===== config.mk =====
export PLATFORM = sky130hd
export DESIGN_NAME = grant_tenure
export DESIGN_NICKNAME = d
export VERILOG_FILES = /design/src/rtl/grant_pkg.sv /design/src/rtl/tenure_timer.sv /design/src/rtl/grant_tenure.sv
export SDC_FILE = /design/constraint.sdc
export NUM_CORES = 1
export LEC_CHECK = 0
export CORE_UTILIZATION = 49
export CTS_BUF_LIST = sky130_fd_sc_hd__clkbuf_8 sky130_fd_sc_hd__clkbuf_16
export DETAILED_ROUTE_END_ITERATION = 16
export GPL_TIMING_DRIVEN = 0
export MAX_ROUTING_LAYER = met4
export PLACE_DENSITY = 0.8
export SYNTH_ARGS = -nofsm -noshare
export SYNTH_HDL_FRONTEND = slang
export SYNTH_SLANG_ARGS = --single-unit
export TNS_END_PERCENT = 100

===== constraint.sdc =====
create_clock -name clock -period 1.9 [get_ports clock]
set_input_delay 0.285 -clock clock [delete_from_list [all_inputs] [get_ports clock]]
set_output_delay 0.285 -clock clock [all_outputs]
set_load 0.03 [all_outputs]

===== src/rtl/grant_pkg.sv =====
// grant_pkg: shared tenure FSM states, user one-hot codes and grant legality check
package grant_pkg;
  typedef enum logic [1:0] {IDLE, OWN, RELEASE} tenure_state_t;
  localparam logic [3:0] G_U1 = 4'b1000;
  localparam logic [3:0] G_U2 = 4'b0100;
  localparam logic [3:0] G_U3 = 4'b0010;
  localparam logic [3:0] G_U4 = 4'b0001;
  function automatic logic onehot4(input logic [3:0] g);
    return (g != 4'd0) && ((g & (g - 4'd1)) == 4'd0);
  endfunction
endpackage


===== src/rtl/tenure_timer.sv =====
// tenure_timer: owner tenure countdown; load sets TENURE-1, dec counts down, zero flags the last cycle
//   clock, reset : clock and synchronous active-high reset
//   load, dec    : reload (priority) and decrement strobes
//   zero         : timer value is zero
module tenure_timer #(
  parameter int TENURE = 4
) (
  input  logic clock,
  input  logic reset,
  input  logic load,
  input  logic dec,
  output logic zero
);
  logic [7:0] t;
  always_ff @(posedge clock) begin
    if (reset) t <= '0;
    else if (load) t <= 8'(TENURE - 1);
    else if (dec) t <= t - 8'd1;
  end
  assign zero = t == 8'd0;
endmodule


===== src/rtl/grant_tenure.sv =====
// grant_tenure: turns arbiter grants into bounded one-hot bus tenures with a one-deep pending buffer
//   clock, reset : clock and synchronous active-high reset
//   GRANT_I      : arbiter grant (bit 3 = user 1), one-hot or zero
//   DONE         : early release by the current owner
//   OWNER        : one-hot bus owner; OWNER_VALID high while owned
//   ERR_GRANT    : sticky illegal-grant flag; OVERRUN : sticky pending-overwrite flag
//   SERVED       : per-user tenure counts, user 1 in the MSBs (only with GRANT_TENURE_STATS_EN)
module grant_tenure
  import grant_pkg::*;
#(
  parameter int TENURE = 4
`ifdef GRANT_TENURE_STATS_EN
  , parameter int CNT_W = 8
`endif
) (
  input  logic       clock,
  input  logic       reset,
  input  logic [3:0] GRANT_I,
  input  logic       DONE,
  output logic [3:0] OWNER,
  output logic       OWNER_VALID,
  output logic       ERR_GRANT,
  output logic       OVERRUN
`ifdef GRANT_TENURE_STATS_EN
  , output logic [4*CNT_W-1:0] SERVED
`endif
);
  tenure_state_t state, nxt;
  logic [3:0] grant_q, pend_u, pu_d, owner_d;
  logic pend_v, pv_d, ovr_set, load, dec, tz, ev, bad;
  assign ev = (GRANT_I != grant_q) && onehot4(GRANT_I);
  assign bad = (GRANT_I != 4'd0) && !onehot4(GRANT_I);
  tenure_timer #(.TENURE(TENURE)) u_timer (
    .clock(clock),
    .reset(reset),
    .load(load),
    .dec(dec),
    .zero(tz)
  );
  always_comb begin
    nxt = state;
    owner_d = OWNER;
    pv_d = pend_v;
    pu_d = pend_u;
    ovr_set = 1'b0;
    load = 1'b0;
    dec = 1'b0;
    unique case (state)
      IDLE: begin
        if (pend_v) begin
          // older buffered grant goes first; a same-cycle event refills the buffer
          nxt = OWN;
          owner_d = pend_u;
          load = 1'b1;
          pv_d = ev;
          pu_d = ev ? GRANT_I : pend_u;
        end else if (ev) begin
          nxt = OWN;
          owner_d = GRANT_I;
          load = 1'b1;
        end
      end
      OWN: begin
        if (DONE || tz) begin
          nxt = RELEASE;
          owner_d = 4'd0;
        end else dec = 1'b1;
        if (ev) begin
          pv_d = 1'b1;
          pu_d = GRANT_I;
          ovr_set = pend_v;
        end
      end
      RELEASE: begin
        nxt = IDLE;
        if (ev) begin
          pv_d = 1'b1;
          pu_d = GRANT_I;
          ovr_set = pend_v;
        end
      end
      default: nxt = IDLE;
    endcase
  end
  always_ff @(posedge clock) begin
    if (reset) begin
      state <= IDLE;
      OWNER <= '0;
      grant_q <= '0;
      pend_v <= 1'b0;
      pend_u <= '0;
      ERR_GRANT <= 1'b0;
      OVERRUN <= 1'b0;
    end else begin
      state <= nxt;
      OWNER <= owner_d;
      grant_q <= GRANT_I;
      pend_v <= pv_d;
      pend_u <= pu_d;
      ERR_GRANT <= ERR_GRANT | bad;
      OVERRUN <= OVERRUN | ovr_set;
    end
  end
  assign OWNER_VALID = state == OWN;
`ifdef GRANT_TENURE_STATS_EN
  logic [CNT_W-1:0] cnt [4];
  always_ff @(posedge clock) begin
    for (int i = 0; i < 4; i++)
      if (reset) cnt[i] <= '0;
      else if (load && owner_d[i] && cnt[i] != '1) cnt[i] <= cnt[i] + 1'b1;
  end
  always_comb
    for (int i = 0; i < 4; i++) SERVED[i*CNT_W +: CNT_W] = cnt[i];
`endif
endmodule

; Yosys cells after proc, flatten, opt, wreduce, memory -nomap -nowiden
; Cells that the tools add are included.
[word_totals]
register_bits = 25
inputBits = 7
output_inout_bits = 7
word_cells = 62
[op_classes]
addsub = 2
eq_ne = 7
mux = 23
bitwise_logic = 3
reduce_logical = 18
[op_table]
columns = cell, count
row1 = 4-bit two-way mux, 5
row2 = 4-bit one-hot mux with 2 select lines, 2
row3 = 2-bit two-way mux, 5
row4 = 1-bit two-way mux, 9
row5 = 8-bit logical NOT, 1
row6 = 8-bit by 1-bit subtractor with 8-bit output (second input constant), 1
row7 = 2-bit AND reduction, 3
row8 = 2-bit nonzero test, 3
row9 = 4-bit AND, 1
row10 = 4-bit logical NOT, 1
row11 = 2-bit by 1-bit inequality test with 1-bit output (second input constant), 2
row12 = 4-bit inequality test, 1
row13 = 2-bit one-hot mux with 2 select lines, 1
row14 = 4-bit nonzero test, 1
row15 = 2-bit OR reduction, 2
row16 = 4-bit by 1-bit subtractor with 4-bit output (second input constant), 1
row17 = 1-bit logical AND, 3
row18 = 3-bit inequality test (second input constant), 1
row19 = 3-bit AND reduction, 1
row20 = 2-bit by 1-bit equality test with 1-bit output (second input constant), 1
row21 = 2-bit equality test (second input constant), 1
row22 = 2-bit logical NOT, 1
row23 = 2-bit inequality test (second input constant), 1
row24 = 1-bit bitwise OR, 2
row25 = other kinds (3), 3

; Depth between registers and ports, before layout
; Gate-level depths: netlist (run 1).
[depth]
depth_word = 9
ltp_mapped = 7
depth_no_buf = 7

; Cells and area by module
; Synthesis (run 1) repeated with hierarchy kept, for this count alone.
[unflattened]
hier_cells = 134
hier_area_um2 = 1271.2
[by_module_without_submodules]
columns = module, n_inst, cells_per_inst, area_per_inst_um2, seq_area_each_um2
row1 = grant_tenure, 1, 92, 899.6, 340.3
row2 = tenure_timer, 1, 42, 371.6, 160.2

; Least setup slack after synthesis (run 1)
; Ideal clock, no wire load.
[synth_timing]
path_type = reg2reg
from = register state[1]
to = register u_timer.t[4]
setup_time_ps = 86
arrival_ps = 2033
required_ps = 1814
setup_slack_ps = -219
path_stages_with_launch = 8
n_path_buf = 0
synth_period_minus_slack_ps = 2119
cell_sequence = dfxtp_1 -> inv_1 -> ha_1 -> inv_1 -> a311oi_4 -> nand2_1 -> or4_1 -> a221oi_2
[synth_via]
word_cells_on_any_way = 5
classes_between = eq/ne (1) / mux (2) / reduce/logical (2)
[synth_rtl]
columns = element, line
row1 = from (decl), grant_tenure.sv:28  ; tenure_state_t state, nxt;
row2 = from (signal assigned), grant_tenure.sv:95  ; state <= nxt;
row3 = 2-bit by 1-bit equality test with 1-bit output, n/a
row4 = net OWNER_VALID, grant_tenure.sv:21  ; output logic OWNER_VALID,
row5 = 1-bit two-way mux, grant_tenure.sv:48  ; unique case (state)
row6 = to (signal assigned), tenure_timer.sv:17  ; else if (load) t <= 8'(TENURE - 1);
row7 = to (signal assigned), tenure_timer.sv:18  ; else if (dec) t <= t - 8'd1;
row8 = to (decl), tenure_timer.sv:14  ; logic [7:0] t;
; The timed path passes the listed nets, and every way through them passes these cells.
; A chain may end at the register's enable or synchronous reset.

; Worst setup path after layout (run 1)
[layout_timing]
from = register state[1]
to = register u_timer.t[4]
[layout_via]
elab_chain_len = 3
word_cells_on_any_way = 5
classes_between = eq/ne (1) / mux (2) / reduce/logical (2)
[layout_rtl]
columns = element, line
row1 = 2-bit logical NOT, grant_tenure.sv:48
row2 = 1-bit two-way mux, grant_tenure.sv:48
row3 = 2-bit OR reduction (no source line), n/a
; Parallel ways exist; a longest one is shown, timed or not.

==> out/summary.txt, run 1 <==
status = complete, no violations
Max Slew Vio Count = 0
layout cells sized above 1 = 20.3%
port bufs = 9
Cell variety after synth = 32
EDFF count, synth = 0
average cell area after synthesis = 9.43 um2
sequential-to-total area share from yosys stat = 40.8%
WHS Path Cells = 2
worst skew pair latency = 0.27 ns
GRT Overall Usage = 20.6%
WL/cell = 14.6 um
cts hold-fix bufs = 0
synth warn = 0
number of global-route vias before repair = 919
num ports = 14
cell count after synthesis = 130
clock tree buffer depth = 2
Inserted Clock Buffers = 3
cell taking the most area after synthesis = dfxtp_1
clock sink count = 25
Endpoint, Worst Hold = grant_q[0]
final worst path period share = 94.9%
Post-Syn Nets = 141
post-route design area = 0.00149 mm2
Worst Slack Setup Final = 0.0970 ns
IR drop worst, VDD = 676 uV
Die Wd = 52.0 um
routability cong. = 0.771
dpl ws = -0.221 ns
final hold violations = 0
leakage = 0.524 nW
Slew HR = 65.6%
first-pass GRT wire length = 4.00 mm
Hold Crit Class = in2reg
synth top area cells = dfxtp_1 41%, mux2i_1 7.3%, xor2_1 6.4%, a211oi_1 4.3%, ha_1 4.1%
antenna viol nets, final = 0
Clock Pin Slew Worst Setup and Hold Paths = 0.09 ns
r2r setup slk = 0.1 ns
worst hold slack = 0.344 ns
via count = 997
ys flop type = dfxtp_1
final-layout fill cell count = 179
initial antenna violation count = 0
via/cell ratio = 5.66
crit path time final = 1.80 ns
TritonRoute pass-1 iters = 4
row cnt = 17
worst-margin pin slew = 0.515 ns
Starting Density = 53.9%
pin count of the biggest net entering global routing = 14
Post-Synthesis Cell Area = 0.00123 mm2
CTS H-tree depth = 1
core area = 0.00228 mm2
root buffer cell = clkbuf_8
min-delay src = GRANT_I[0]
Yosys reg bits = 25
WS Path Type = reg2reg
CTS tree = built
die area = 0.00271 mm2
Fmax = 555 MHz
CP endpoint kind = flip-flop
# Max-Cap Violations = 0
Syn-to-layout area delta = 21.4%
CP Max Fanout = 4
gr ovfl total = 0
die height = 52.0 um
final clock skew = 0.00884 ns
R2R Path End = u_timer.t[4]
Final nets = 160
Routed WL = 2.57 mm
Post-DP HPWL = 1.71 mm
final setup violating endpoints = 0
Cell Area, Placed = 0.00137 mm2
RR Startpoint = state[1]
WP data required = 2.09 ns
worst r2r path cells = 7
Antenna diodes = 0
ys async rst share = 0%
DRC = 0
top-area cell type share of the netlist area = 40.8%
Pwr per Cell Area = 799 mW/mm2
Initial DRC Count = 9
critical path arrival = 1.99 ns
element type at the critical path start = flip-flop
## worst max-delay path: stages, from the launching register on
cell,delay [ns]
dfxtp_1,0.31
inv_2,0.08
ha_4,0.15
inv_2,0.06
a311oi_4,0.35
nand2_2,0.12
or4_1,0.43
a221oi_2,0.24
## metal layers
layer	GRT usage [%]	part of all wire, %	wire (um)
met1	25.2	49	1250
met2	33.5	47	1200
met3	5.26	3.8	97
met4	5.41	1.0	26
met5	-	0	0
## worst max path at each step
| stage | cells past startpoint | slack [ns] | to | start |
|---|---|---|---|---|
| 3_3_place_gp | 5 | -0.19 | u_timer.t[4] | DONE |
| 6_report | 7 | 0.1 | u_timer.t[4] | state[1] |
| 4_1_cts | 6 | 0.02 | u_timer.t[7] | u_timer.t[0] |
| 2_1_floorplan | 7 | -0.03 | u_timer.t[4] | state[1] |
| 3_5_place_dp | 5 | -0.22 | u_timer.t[4] | DONE |
| 5_1_grt | 7 | -0.03 | u_timer.t[4] | state[1] |
## area by class of cell
cell class | instances | area [um2] | area share (%)
multi-input cells | 87 | 697 | 46.8
clock buffers | 3 | 41.3 | 2.77
well taps | 28 | 35.0 | 2.35
flip-flops and latches | 25 | 503 | 33.8
clock inverters | 1 | 3.75 | 0.252
repair buffers | 15 | 135 | 9.08
plain buffers | 8 | 40.0 | 2.69
inverters | 9 | 33.8 | 2.27
## synth_stat cells, types with 3 or more instances
master     instances
a211oi_1           7
a21oi_1            4
buf_2              5
clkbuf_1           3
dfxtp_1           25
ha_1               4
inv_1              9
mux2i_1            9
nand2_1            6
nor2_1            13
nor2b_1            4
nor3_1             4
o2bb2ai_1          4
o31ai_1            3
xor2_1             9
## placed cells by master, fill, tap and decap left out, types with 2 or more instances in the layout
cell,count
a211oi_1,7
a21oi_1,4
a221oi_2,2
buf_2,4
buf_4,6
clkbuf_8,3
clkdlybuf4s50_1,9
dfxtp_1,23
dfxtp_2,2
ha_1,3
inv_1,8
inv_2,2
mux2i_1,9
nand2_1,5
nor2_1,13
nor2b_1,4
nor3_1,3
nor4b_1,2
o2bb2ai_1,4
o31ai_1,3
xor2_1,9
## repair_timing
| item | 4_1_cts | 5_1_grt |
|---|---|---|
| pin swaps | 2 | 4 |
| resized for setup | 3 | 8 |
| setup buffers | 3 | 3 |
| endpoints found under the setup margin | 3 | 12 |
## state kept, by name (all words and copies together), names as in the netlist
| register | count |
|---|---|
| OVERRUN | 1 |
| state | 2 |
| OWNER | 4 |
| grant_q | 4 |
| u_timer.t | 8 |
| ERR_GRANT | 1 |
| pend_v | 1 |
| pend_u | 4 |
## logic make-up (layout without fill, tap and decap cells)
logic type               count (synthesis)  in the layout  share of synthesized area, %
AO/OA/AOI/OAI                           27             27                          18.4
XOR/XNOR                                10             10                          7.14
adder cells (fa/ha/maj)                  5              5                          4.90
AND/OR/NAND/NOR                         36             36                          15.4
flip-flops                              25             25                          40.8
buffers and inverters                   18             36                          6.02
multiplexers                             9              9                          7.35
## power by group
| group | switching, mW | internal (mW) | total, mW |
|---|---|---|---|
| Clock | 0.159 | 0.145 | 0.304 |
| Sequential | 0.0234 | 0.557 | 0.580 |
| Combinational | 0.183 | 0.123 | 0.307 |
## stage by stage
stage / utilization, % / setup TNS [ns] / std cells / total power [mW]
floorplan: - / -0.0459 / 130 / 0.795
global placement: 60.0 / -0.753 / 167 / 0.855
detailed placement: 60.0 / -1.74 / 167 / 0.865
CTS: 63.4 / 0 / 174 / 1.18
global route: 65.4 / -0.0371 / 176 / 1.25
finish: 65.4 / 0 / 176 / 1.19
No activity file was read; power rests on OpenSTA's default activity.
==> run 2, diff against run 1 <==
CTS_BUF_LIST = default   (was sky130_fd_sc_hd__clkbuf_8 sky130_fd_sc_hd__clkbuf_16)
PLACE_DENSITY = default   (was 0.8)
PLACE_DENSITY_LB_ADDON = 0.2   (was default)
==> run 2 against run 1 <==
- die area is the same
- global-route usage up 1.4 points
- critical path depth stayed put
- core utilization shrank 0.11 points
- register-to-register slack worse by 0.07 ns
- total power fell by 5.5%
- combinational power barely moved
- flip-flop and latch count stayed put
- clock-buffer cell count grew 1
==> out/summary.txt, run 2 (synthesis gave the netlist of run 1 again) <==
CP endpoint kind = flip-flop
R2R Path End = u_timer.t[7]
core area = 0.00228 mm2
crit path max-delay cell type = or4_4
crit-path max cell delay = 0.43 ns
Inserted Clock Buffers = 3
worst r2r path cells = 7
post-route design area = 0.00149 mm2
layout cells sized above 1 = 22.8%
min-delay src = GRANT_I[0]
flip-flop count of the largest register after layout = 8
worst-margin pin slew = 0.529 ns
crit path from = state[1]
Slew HR = 64.7%
port bufs = 9
critical-path cell list = inv_2 > ha_4 > inv_2 > a311oi_4 > nand3_2 > or4_4 > a221oi_2
Antenna diodes = 0
clock tree buffer depth = 2
r2r setup slk = 0.03 ns
DRC = 0
WS Path Type = reg2reg
antenna viol nets, final = 0
initial antenna violation count = 0
crit path time final = 1.87 ns
status = complete, no violations
GRT Overall Usage = 22.0%
Clock Pin Slew Worst Setup and Hold Paths = 0.13 ns
Routed WL = 2.58 mm
RR Startpoint = state[1]
Syn-to-layout area delta = 21.2%
leakage = 0.524 nW
final hold violations = 0
routability cong. = 0.799
final clock skew = 0.00312 ns
final setup violating endpoints = 0
die height = 52.0 um
Initial DRC Count = 15
number of global-route vias before repair = 986
Multi-input gate area = 706 um2
Post-DP HPWL = 1.72 mm
via/cell ratio = 5.55
WL/cell = 14.6 um
Finished Layout Cells = 177
most frequent cells in the layout = 21 x dfxtp_1, 13 x nor2_1, 9 x xor2_1, 9 x mux2i_1, 9 x clkdlybuf4s50_1
first-pass GRT wire length = 4.33 mm
row cnt = 17
CP Max Fanout = 5
most used cell, CP = inv_2
final-layout fill cell count = 185
die area = 0.00271 mm2
final worst path period share = 98.4%
Final nets = 161
WP data required = 2.14 ns
gr ovfl total = 0
worst skew pair latency = 0.31 ns
root buffer cell = clkbuf_4
clock sink count = 25
Cell Area, Placed = 0.00137 mm2
IR drop worst, VDD = 507 uV
post-placement cell count = 167
Max Slew Vio Count = 0
pin count of the biggest net entering global routing = 14
RSZ-0062 raised after global routing = true
via count = 982
Die Wd = 52.0 um
Hold Crit Class = in2reg
CTS H-tree depth = 1
TritonRoute pass-1 iters = 4
num ports = 14
Endpoint, Worst Hold = grant_q[0]
Fmax = 535 MHz
most flop-heavy register = u_timer.t
Starting Density = 53.9%
commonest non-fill, non-tap cell in the layout = dfxtp_1
Reg area = 505 um2
WHS Path Cells = 2
CTS tree = built
# Max-Cap Violations = 0
Pwr per Cell Area = 757 mW/mm2
element type at the critical path start = flip-flop
critical path arrival = 2.11 ns
## run 2: cell types whose count changed in the layout (fill, tap and decap cells not counted), moves of 2 or more
cell and delta:
dfxtp_1 -2, dfxtp_2 +2, clkbuf_4 +3, clkbuf_8 -3
## run 2: worst max-delay path by stage
stage,to,slack [ns]
6_report,u_timer.t[7],0.03
3_3_place_gp,u_timer.t[4],-0.18
5_1_grt,u_timer.t[7],-0.05
3_5_place_dp,u_timer.t[4],-0.26
2_1_floorplan,u_timer.t[4],-0.03
4_1_cts,u_timer.t[7],0.01
## run 2: metrics by stage
stage	TNS (ns)	hold slack, ns	setup WS, ns	utilization (%)	power, mW
after floorplan	-0.0459	0.357	-0.0308	-	0.795
after global placement	-1.19	0.448	-0.178	60.0	0.856
after detailed placement	-2.22	0.452	-0.259	60.0	0.864
after CTS	0	0.289	0.0117	62.9	1.11
after global routing	-0.137	0.299	-0.0535	65.3	1.18
final	0	0.292	0.0301	65.3	1.13
## run 2: area by class of cell
class / count / share of cell area, %
timing repair buffer: 15 / 9.09
inverter: 9 / 2.27
clock buffer: 4 / 1.77
buffer: 9 / 3.03
tap: 28 / 2.36
sequential: 25 / 34.0
multi-input combinational: 87 / 47.5
## run 2: worst max-delay path, delay by kind of cell (launching register included)
kind	cells	cell delay, ns
AO/OA/AOI/OAI	2	0.60
adder cells (fa/ha/maj)	1	0.15
AND/OR/NAND/NOR	2	0.57
flip-flops	1	0.34
buffers and inverters	2	0.13
## run 2: what timing repair did
action / CTS / global route
pin swaps: 2 / 4
setup endpoints to repair: 4 / 11
gates resized for setup: 6 / 11
setup buffers: 3 / 3
gates cloned: 0 / 0
hold buffers: 0 / 0
## run 2: metal layers
layer / vias up / global-route usage [%] / share of wire, %
li1: 500 / - / -
met1: 454 / 29.4 / 49
met2: 24 / 34.4 / 46
met3: 4 / 3.51 / 3.8
met4: 0 / 5.86 / 0.89
met5: - / - / 0
## run 2: report_power, final
part           total (mW)  switching [mW]  internal [mW]
clock network       0.233           0.151         0.0820
registers           0.581          0.0233          0.558
logic               0.310           0.182          0.128
==> run 3, diff against run 2 <==
RECOVER_POWER = 100   (was default)
SETUP_SLACK_MARGIN = 0.5   (was default)
==> run 3 against run 2 <==
- clock skew rose by 0.0080 ns
- non-clock buffer count rose by 16
- critical path depth rose by 1
- die area unchanged
- highest routed layer unchanged
==> out/summary.txt, run 3 (synthesis gave the netlist of run 1 again) <==
min-delay src = GRANT_I[0]
Clock Power Share = 19.1%
switching share of power = 34.1%
final setup violating endpoints = 0
final hold violations = 0
root buffer cell = clkbuf_4
final-layout fill cell count = 148
element type at the critical path start = flip-flop
Tot Pwr = 1.31 mW
crit path time final = 1.84 ns
sequential power share = 44.5%
routability cong. = 0.830
Hold Crit Class = in2reg
post-route design area = 0.00179 mm2
Fmax = 545 MHz
first-pass GRT wire length = 5.67 mm
most frequent cells in the layout = 20 x dfxtp_1, 15 x buf_4, 13 x nor2_1
port bufs = 9
layout cells sized above 1 = 46.1%
via/cell ratio = 6.06
core area = 0.00228 mm2
DRC = 0
TritonRoute pass-1 iters = 6
critical path arrival = 2.07 ns
Syn-to-layout area delta = 46.0%
final clock skew = 0.0111 ns
worst r2r path cells = 8
Antenna diodes = 0
row cnt = 17
Starting Density = 53.9%
status = complete, no violations
CTS H-tree depth = 1
Clock Pin Slew Worst Setup and Hold Paths = 0.15 ns
final worst path period share = 96.6%
Die Wd = 52.0 um
clock sink count = 25
WS Path Type = reg2reg
# Max-Cap Violations = 0
Final nets = 177
num ports = 14
WHS Path Cells = 2
CP Max Fanout = 4
dpl ws = -0.231 ns
clock tree buffer depth = 2
number of global-route vias before repair = 1189
Inserted Clock Buffers = 3
r2r setup slk = 0.06 ns
antenna viol nets, final = 0
Post-DP HPWL = 1.78 mm
die area = 0.00271 mm2
die height = 52.0 um
Max Slew Vio Count = 0
Pwr per Cell Area = 731 mW/mm2
RSZ-0062 raised after global routing = true
WL/cell = 19.0 um
WP data required = 2.14 ns
pin count of the biggest net entering global routing = 14
RR Startpoint = state[0]
CTS tree = built
CP endpoint kind = flip-flop
via count = 1169
GRT Overall Usage = 30.1%
IR drop worst, VDD = 595 uV
worst-margin pin slew = 0.581 ns
worst skew pair latency = 0.33 ns
commonest non-fill, non-tap cell in the layout = dfxtp_1
flip-flop count of the largest register after layout = 8
leakage = 0.654 nW
R2R Path End = u_timer.t[5]
gr ovfl total = 0
Initial DRC Count = 46
switching power = 0.446 mW
final setup TNS = 0 ns
Endpoint, Worst Hold = grant_q[0]
final core utilization = 78.7%
Slew HR = 61.2%
Internal = 0.863 mW
initial antenna violation count = 0
Routed WL = 3.66 mm
most flop-heavy register = u_timer.t
Worst Slack Setup Final = 0.0641 ns
Cell Area, Placed = 0.00144 mm2
Comb pwr share = 36.3%
==> run 3: cell type report <==
cell class | instances | area [um2] | area share [%]
buffer | 9 | 80.1 | 4.47
clock buffer | 4 | 26.3 | 1.47
inverter | 9 | 38.8 | 2.17
multi-input combinational | 87 | 836 | 46.7
sequential | 25 | 509 | 28.4
tap | 28 | 35.0 | 1.96
timing repair buffer | 31 | 265 | 14.8
==> run 3: stage by stage <==
| step | hold slack, ns | cells |
|---|---|---|
| finish | 0.214 | 193 |
| global route | 0.212 | 193 |
| CTS | 0.213 | 189 |
| detailed placement | 0.452 | 167 |
| global placement | 0.449 | 167 |
| floorplan | 0.357 | 130 |
==> run 3: critical path: stages, from the launching register on <==
cell      delay (ns)
dfxtp_1         0.40
ha_4            0.17
inv_4           0.05
a311oi_4        0.33
nand3_2         0.11
buf_4           0.15
buf_4           0.13
xor2_1          0.16
a211oi_1        0.23
==> run 3: power groups by stage <==
stage          logic (mW)  registers (mW)  clock network [mW]
2_1_floorplan       0.213           0.606                   0
3_3_place_gp        0.293           0.589                   0
3_5_place_dp        0.302           0.590                   0
4_1_cts             0.416           0.579               0.243
5_1_grt             0.502           0.585               0.267
6_report            0.475           0.583               0.250
==> run 3: worst max path at each step <==
stage	startpoint	end	slack, ns
floorplan	state[1]	u_timer.t[4]	-0.02
finish	state[0]	u_timer.t[5]	0.06
global placement	DONE	u_timer.t[4]	-0.20
detailed placement	DONE	u_timer.t[4]	-0.23
global route	state[0]	u_timer.t[5]	0.001
CTS	state[1]	u_timer.t[4]	0.15
==> run 3: repair_timing <==
item / in CTS / in global routing
endpoints found under the setup margin: 27 / 24
buffers inserted: 17 / 4
gates resized for setup: 50 / 21
endpoints found under the hold margin: 0 / 0
cloned: 1 / 0
hold buffers: 0 / 0
pin swaps: 24 / 8
==> run 3: routing by layer <==
| metal | global-route usage, % | vias to the layer above | wire length, um |
|---|---|---|---|
| met5 | - | - | 0 |
| met4 | 13.5 | 0 | 182 |
| met3 | 4.39 | 23 | 219 |
| met2 | 52.4 | 60 | 1720 |
| met1 | 33.7 | 557 | 1540 |
| li1 | - | 529 | - |
